===== src/rtl/axil_uart_ctrl_pkg.sv =====
// Shared constants and FSM state types for the AXI4-Lite UART controller.
package axil_uart_ctrl_pkg;

  localparam logic [1:0] ADDR_RX   = 2'd0;
  localparam logic [1:0] ADDR_TX   = 2'd1;
  localparam logic [1:0] ADDR_STAT = 2'd2;
  localparam logic [1:0] ADDR_CTRL = 2'd3;

  localparam logic [1:0] RESP_OKAY   = 2'b00;
  localparam logic [1:0] RESP_SLVERR = 2'b10;

  localparam int CTRL_RX_EN_BIT    = 0;
  localparam int CTRL_INTR_EN_BIT  = 4;
  localparam int STAT_RX_AVAIL_BIT = 0;
  localparam int STAT_RX_EN_BIT    = 1;
  localparam int STAT_TX_FULL_BIT  = 3;
  localparam int STAT_INTR_EN_BIT  = 4;

  typedef enum logic [1:0] {W_IDLE, W_HAVE_ADDR, W_HAVE_DATA, W_RESP} wr_state_e;
  typedef enum logic {R_IDLE, R_RESP} rd_state_e;

endpackage


===== src/rtl/axil_uart_irq.sv =====
// Interrupt pulse generator: fires once when RX data arrives or TX space frees up.
module axil_uart_irq (
  input  logic clk,
  input  logic rst,
  input  logic intr_enable,
  input  logic empty,
  input  logic full,
  output logic interrupt
);

  logic empty_q;
  logic full_q;

  // Previous samples start low so no spurious edge is seen right after reset.
  always_ff @(posedge clk or posedge rst) begin
    if (rst) begin
      empty_q   <= 1'b0;
      full_q    <= 1'b0;
      interrupt <= 1'b0;
    end else begin
      empty_q   <= empty;
      full_q    <= full;
      interrupt <= intr_enable & ((empty_q & ~empty) | (full_q & ~full));
    end
  end

endmodule


===== src/rtl/axil_uart_ctrl.sv =====
// AXI4-Lite register front end for a UART core: RX/TX/STAT/CTRL map,
// FIFO push/pop sequencing, receiver enable and interrupt generation.
module axil_uart_ctrl #(
  parameter int C_S_AXI_ADDR_WIDTH = 4,
  parameter int C_S_AXI_DATA_WIDTH = 32,
  parameter int C_DATA_BITS        = 8
) (
  input  logic                            S_AXI_ACLK,
  input  logic                            S_AXI_ARESET,
  input  logic [C_S_AXI_ADDR_WIDTH-1:0]   S_AXI_AWADDR,
  input  logic                            S_AXI_AWVALID,
  output logic                            S_AXI_AWREADY,
  input  logic [C_S_AXI_DATA_WIDTH-1:0]   S_AXI_WDATA,
  input  logic [C_S_AXI_DATA_WIDTH/8-1:0] S_AXI_WSTRB,
  input  logic                            S_AXI_WVALID,
  output logic                            S_AXI_WREADY,
  output logic [1:0]                      S_AXI_BRESP,
  output logic                            S_AXI_BVALID,
  input  logic                            S_AXI_BREADY,
  input  logic [C_S_AXI_ADDR_WIDTH-1:0]   S_AXI_ARADDR,
  input  logic                            S_AXI_ARVALID,
  output logic                            S_AXI_ARREADY,
  output logic [C_S_AXI_DATA_WIDTH-1:0]   S_AXI_RDATA,
  output logic [1:0]                      S_AXI_RRESP,
  output logic                            S_AXI_RVALID,
  input  logic                            S_AXI_RREADY,
  input  logic [C_DATA_BITS-1:0]          RX_data,
  input  logic                            Empty,
  output logic                            rd_uart_en,
  input  logic                            Full,
  output logic [C_DATA_BITS-1:0]          TX_data,
  output logic                            wr_uart_en,
  output logic                            Enable_rx,
  output logic                            Interrupt
);
  import axil_uart_ctrl_pkg::*;

  wr_state_e                     wr_state;
  rd_state_e                     rd_state;
  logic                          aw_hs, w_hs, ar_hs, wr_exec;
  logic [1:0]                    aw_idx_q, wr_idx;
  logic [C_S_AXI_DATA_WIDTH-1:0] wdata_q, wr_data;
  logic                          wstrb0_q, wr_strb0;
  logic                          rx_enable, intr_enable;
  logic [C_S_AXI_DATA_WIDTH-1:0] rd_data_next;
  logic [1:0]                    rd_resp_next;
  logic                          rd_pop;
  logic                          unused_bits;

  assign aw_hs     = S_AXI_AWVALID & S_AXI_AWREADY;
  assign w_hs      = S_AXI_WVALID & S_AXI_WREADY;
  assign ar_hs     = S_AXI_ARVALID & S_AXI_ARREADY;
  assign Enable_rx = rx_enable;

  assign unused_bits = ^{S_AXI_AWADDR[1:0], S_AXI_ARADDR[1:0],
                         S_AXI_WSTRB[C_S_AXI_DATA_WIDTH/8-1:1],
                         wr_data[C_S_AXI_DATA_WIDTH-1:C_DATA_BITS]};

  // A channel handshaking this cycle is used live; the other comes from its latch.
  always_comb begin
    wr_idx   = aw_hs ? S_AXI_AWADDR[3:2] : aw_idx_q;
    wr_data  = w_hs ? S_AXI_WDATA : wdata_q;
    wr_strb0 = w_hs ? S_AXI_WSTRB[0] : wstrb0_q;
    case (wr_state)
      W_IDLE:      wr_exec = aw_hs & w_hs;
      W_HAVE_ADDR: wr_exec = w_hs;
      W_HAVE_DATA: wr_exec = aw_hs;
      default:     wr_exec = 1'b0;
    endcase
  end

  always_ff @(posedge S_AXI_ACLK or posedge S_AXI_ARESET) begin
    if (S_AXI_ARESET) begin
      wr_state      <= W_IDLE;
      S_AXI_AWREADY <= 1'b0;
      S_AXI_WREADY  <= 1'b0;
      S_AXI_BVALID  <= 1'b0;
      S_AXI_BRESP   <= RESP_OKAY;
      aw_idx_q      <= '0;
      wdata_q       <= '0;
      wstrb0_q      <= 1'b0;
      wr_uart_en    <= 1'b0;
      TX_data       <= '0;
      rx_enable     <= 1'b0;
      intr_enable   <= 1'b0;
    end else begin
      wr_uart_en <= 1'b0;
      if (aw_hs) aw_idx_q <= S_AXI_AWADDR[3:2];
      if (w_hs) begin
        wdata_q  <= S_AXI_WDATA;
        wstrb0_q <= S_AXI_WSTRB[0];
      end
      if (wr_exec) begin
        wr_state      <= W_RESP;
        S_AXI_AWREADY <= 1'b0;
        S_AXI_WREADY  <= 1'b0;
        S_AXI_BVALID  <= 1'b1;
        S_AXI_BRESP   <= RESP_OKAY;
        // A full TX FIFO rejects the write outright, whatever the strobes say.
        case (wr_idx)
          ADDR_TX: begin
            if (Full) begin
              S_AXI_BRESP <= RESP_SLVERR;
            end else if (wr_strb0) begin
              wr_uart_en <= 1'b1;
              TX_data    <= wr_data[C_DATA_BITS-1:0];
            end
          end
          ADDR_CTRL: begin
            if (wr_strb0) begin
              rx_enable   <= wr_data[CTRL_RX_EN_BIT];
              intr_enable <= wr_data[CTRL_INTR_EN_BIT];
            end
          end
          default: ;
        endcase
      end else begin
        case (wr_state)
          W_IDLE: begin
            if (aw_hs) begin
              wr_state      <= W_HAVE_ADDR;
              S_AXI_AWREADY <= 1'b0;
              S_AXI_WREADY  <= 1'b1;
            end else if (w_hs) begin
              wr_state      <= W_HAVE_DATA;
              S_AXI_AWREADY <= 1'b1;
              S_AXI_WREADY  <= 1'b0;
            end else begin
              S_AXI_AWREADY <= 1'b1;
              S_AXI_WREADY  <= 1'b1;
            end
          end
          W_RESP: begin
            if (S_AXI_BREADY) begin
              wr_state      <= W_IDLE;
              S_AXI_BVALID  <= 1'b0;
              S_AXI_AWREADY <= 1'b1;
              S_AXI_WREADY  <= 1'b1;
            end
          end
          default: ;
        endcase
      end
    end
  end

  // Read data is sampled at the AR handshake, so a same-cycle CTRL write is not yet visible.
  always_comb begin
    rd_data_next = '0;
    rd_resp_next = RESP_OKAY;
    rd_pop       = 1'b0;
    case (S_AXI_ARADDR[3:2])
      ADDR_RX: begin
        if (!Empty) begin
          rd_data_next[C_DATA_BITS-1:0] = RX_data;
          rd_pop = 1'b1;
        end else begin
          rd_resp_next = RESP_SLVERR;
        end
      end
      ADDR_STAT: begin
        rd_data_next[STAT_RX_AVAIL_BIT] = ~Empty;
        rd_data_next[STAT_RX_EN_BIT]    = rx_enable;
        rd_data_next[STAT_TX_FULL_BIT]  = Full;
        rd_data_next[STAT_INTR_EN_BIT]  = intr_enable;
      end
      ADDR_CTRL: begin
        rd_data_next[CTRL_RX_EN_BIT]   = rx_enable;
        rd_data_next[CTRL_INTR_EN_BIT] = intr_enable;
      end
      default: ;
    endcase
  end

  always_ff @(posedge S_AXI_ACLK or posedge S_AXI_ARESET) begin
    if (S_AXI_ARESET) begin
      rd_state      <= R_IDLE;
      S_AXI_ARREADY <= 1'b0;
      S_AXI_RVALID  <= 1'b0;
      S_AXI_RDATA   <= '0;
      S_AXI_RRESP   <= RESP_OKAY;
      rd_uart_en    <= 1'b0;
    end else begin
      rd_uart_en <= 1'b0;
      case (rd_state)
        R_IDLE: begin
          if (ar_hs) begin
            rd_state      <= R_RESP;
            S_AXI_ARREADY <= 1'b0;
            S_AXI_RVALID  <= 1'b1;
            S_AXI_RDATA   <= rd_data_next;
            S_AXI_RRESP   <= rd_resp_next;
            rd_uart_en    <= rd_pop;
          end else begin
            S_AXI_ARREADY <= 1'b1;
          end
        end
        R_RESP: begin
          if (S_AXI_RREADY) begin
            rd_state      <= R_IDLE;
            S_AXI_RVALID  <= 1'b0;
            S_AXI_ARREADY <= 1'b1;
          end
        end
        default: rd_state <= R_IDLE;
      endcase
    end
  end

  axil_uart_irq u_irq (
    .clk         (S_AXI_ACLK),
    .rst         (S_AXI_ARESET),
    .intr_enable (intr_enable),
    .empty       (Empty),
    .full        (Full),
    .interrupt   (Interrupt)
  );

endmodule


===== config.mk =====
export PLATFORM = sky130hd
export DESIGN_NAME = axil_uart_ctrl
export DESIGN_NICKNAME = d
export VERILOG_FILES = /design/src/rtl/axil_uart_ctrl_pkg.sv /design/src/rtl/axil_uart_irq.sv /design/src/rtl/axil_uart_ctrl.sv
export SDC_FILE = /design/constraint.sdc
export NUM_CORES = 1
export LEC_CHECK = 0
export CORE_ASPECT_RATIO = 0.5
export CORE_UTILIZATION = 38
export CTS_CLUSTER_DIAMETER = 150
export CTS_CLUSTER_SIZE = 24
export DETAILED_ROUTE_END_ITERATION = 10
export HOLD_SLACK_MARGIN = 0.08
export PLACE_DENSITY = 0.77
export SYNTH_ARGS = -nofsm -noshare
export SYNTH_HDL_FRONTEND = slang
export SYNTH_SLANG_ARGS = --single-unit

===== constraint.sdc =====
create_clock -name S_AXI_ACLK -period 4.2 [get_ports S_AXI_ACLK]
set_input_delay 0.63 -clock S_AXI_ACLK [delete_from_list [all_inputs] [get_ports S_AXI_ACLK]]
set_output_delay 0.63 -clock S_AXI_ACLK [all_outputs]
set_load 0.01 [all_outputs]

==> results.sh <==
export IMPL_whs_ps=485
export IMPL_seqPwrFrac_pct=45.1
export IMPL_crit_chain="clkdlybuf4s50_1 -> nand2_1 -> a31oi_1 -> nor4_4 -> mux2_2"
export IMPL_ys_seq_elements=44
export IMPL_avgSynthCellArea_um2=12.0
export IMPL_ys_async_sr_fraction_pct=100
export IMPL_drv_slew=0
export IMPL_detail_route_wirelength_um=3480
export IMPL_comb_power_share_pct=37.2
export IMPL_yosys_warnings=0
export IMPL_die_x_um=103
export IMPL_drtIter0Drc=51
export IMPL_dr_pass1_iters=6
export IMPL_area_growth_pct=32.5
export IMPL_crit_path_max_incr_delay_ps=600
export IMPL_gp_congestion=0.737
export IMPL_tightest_slew_ps=782
export IMPL_ant_nets=0
export IMPL_yosysSeqAreaShare_pct=56.3
export IMPL_postLayoutCellArea_mm2=0.00259
export IMPL_timing_final_hold_violations=0
export IMPL_clk_latency_ps=290
export IMPL_crit_type="input port to register"
export IMPL_overflow=0
export IMPL_synth_edff_count=0
export IMPL_rows=18
export IMPL_fin_cells=294
export IMPL_routed_via_density=4.53
export IMPL_clk_pin_slew_worst_paths_ps=80
export IMPL_yosys_area_top_type="dfrtp_1"
export IMPL_slew_limit_headroom_pct=47.4
export IMPL_outcome="finished clean"
export IMPL_place_area_mm2=0.00250
export IMPL_utilization_pct=52.6
export IMPL_core_mm2=0.00493
export IMPL_setup_tns_ps=0
export IMPL_portBuffers=56
export IMPL_cts_max_level=2
export IMPL_ctsResizeCount=0
export IMPL_clock_fmax_ghz=0.396
export IMPL_cts_tree="done"
export IMPL_antenna_found_initial=0
export IMPL_io_pins=114
export IMPL_power_density_mw_per_mm2=570
export IMPL_synth_distinct_cells=34
export IMPL_finalClockSkew_ps=5.64
export IMPL_synth_common_cells="dfrtp_1, buf_4, mux2_2"
export IMPL_grt_pass1_vias=1241
export IMPL_cts_sink_count=44
export IMPL_initial_core_util_pct=39.7
export IMPL_die_y_um=52.7
export IMPL_fin_crit_ps=2520
export IMPL_grt_pass1_wl_um=5440
export IMPL_grt_max_degree=45
export IMPL_cap_violations=0
export IMPL_nNetsFinal=284
export IMPL_synth_top_area_share_pct=56.3
export IMPL_antenna_cells=0
export IMPL_cts_buffers=5
export IMPL_rsz0062_at_grt="false"
export IMPL_cts_setup_buffers=0
export IMPL_synthFlopType="dfrtp_1"
export IMPL_holdBufCountCts=0
export IMPL_num_vias=1331
export IMPL_required_ps=4380
export IMPL_crit_fanout=14
export IMPL_p_leak_nw=1.17
export IMPL_synthTopCellsByArea="dfrtp_1, mux2_2, buf_4"
export IMPL_p_sw_mw=0.458
export IMPL_fillers=428
export IMPL_hp_class="register to register"
export IMPL_slowest_stage="nor4_4"
export IMPL_finalCritPeriodShare_pct=60.1
export IMPL_cts_buffer_depth=2
export IMPL_drcViolationCount=0
export IMPL_syn_inst=163
export IMPL_finalSetupViolCount=0
export IMPL_hpwl_um=2650
export IMPL_drive_above_1_share_pct=14.7
export IMPL_synth_area_mm2=0.00196
export IMPL_pwr_share_clk_pct=17.8
export IMPL_dp_cells=286
export IMPL_max_vdd_ir_drop_mv=0.229
export IMPL_p_int_mw=1.02
export IMPL_grt_usage_pct=13.6
export IMPL_fp_dieArea_mm2=0.00546
export IMPL_cp_arrival_ps=2700
export IMPL_clock_tree_root_cell="clkbuf_8"
export IMPL_netSwitchingFraction_pct=31.0
export IMPL_routedWlPerCell_um=11.8
export IMPL_worst_setup_path_end_kind="register"
export IMPL_start_kind="input port"
export IMPL_synth_most_common_cell="dfrtp_1"
worst paths after layout:
kind | endpoint | start | depth (start not counted) | slack [ps]
worst max-delay path | TX_data[5]$_DFFE_PP0P_ | S_AXI_WVALID | 5 | 1680
worst max register to register | TX_data[5]$_DFFE_PP0P_ | S_AXI_WREADY$_DFFE_PP0P_ | 4 | 2000
min in group asynchronous | TX_data[6]$_DFFE_PP0P_ | S_AXI_ARESET | 3 | 780
worst min-delay path | wstrb0_q$_DFF_PP0_ | wstrb0_q$_DFF_PP0_ | 1 | 490
worst min register to register | wstrb0_q$_DFF_PP0_ | wstrb0_q$_DFF_PP0_ | 1 | 490
max in group asynchronous | aw_idx_q[1]$_DFF_PP0_ | S_AXI_ARESET | 3 | 3070
area by class of cell:
class | count | area (µm²) | area share, %
clock buffer | 6 | 82.6 | 3.19
clock inverter | 2 | 10.0 | 0.386
inverter | 6 | 22.5 | 0.869
multi-input combinational | 109 | 721 | 27.8
sequential | 44 | 1100 | 42.5
tap | 70 | 87.6 | 3.38
timing repair buffer | 57 | 568 | 21.9
sequential cells by signal (all words and copies together), names as in the netlist, 2 cells and up:
name         flops
S_AXI_RDATA      8
TX_data          8
aw_idx_q         2
wdata_q          8
wr_state         2
critical path: cells and delay by family:
| kind | cells | cell delay [ps] |
|---|---|---|
| mux | 1 | 420 |
| simple gates | 2 | 1000 |
| compound gates | 1 | 230 |
| buf+inv | 1 | 410 |
cell usage in the layout (no fill, tap or decap), drive strengths merged:
cell,count
dfrtp,44
inv,5
nor4,2
clkinv,3
a22oi,2
nor3,1
nor4b,1
o22ai,1
a21o,1
and2,1
mux2,22
nor2b,1
a31oi,3
buf,1
o31ai,2
o21a,2
and3,2
nand4,1
nand2b,1
conb,26
clkbuf,6
a21boi,2
nor2,3
a22o,4
nand2,14
clkdlybuf4s50,56
a211o,1
nand3,2
and4b,1
o21bai,1
nand3b,1
o21ai,7
a21oi,4
logic make-up after synthesis:
| family | share of synthesized area [%] |
|---|---|
| other cells | 0.192 |
| compound gates | 10.2 |
| flops | 56.3 |
| buf+inv | 11.7 |
| mux | 12.9 |
| simple gates | 8.82 |
stage by stage:
step / power (mW) / setup slack [ps]
2_1_floorplan: 0.984 / 2220
3_3_place_gp: 1.20 / 1400
3_5_place_dp: 1.23 / 1350
4_1_cts: 1.50 / 1660
5_1_grt: 1.58 / 1570
6_report: 1.48 / 1680
routing by layer:
layer,up-vias,GRT usage [%],wire [µm]
li1,635,-,-
met1,646,15.7,1550
met2,45,23.8,1710
met3,5,3.60,173
met4,0,6.34,39
met5,-,0,0
power by group through the flow:
stage,combinational (mW),sequential [mW],clock (mW)
3_5_place_dp,0.553,0.675,0
5_1_grt,0.602,0.688,0.291
4_1_cts,0.555,0.668,0.274
3_3_place_gp,0.539,0.666,0
2_1_floorplan,0.288,0.696,0
6_report,0.549,0.666,0.262
(Power assumes the default switching activity.)
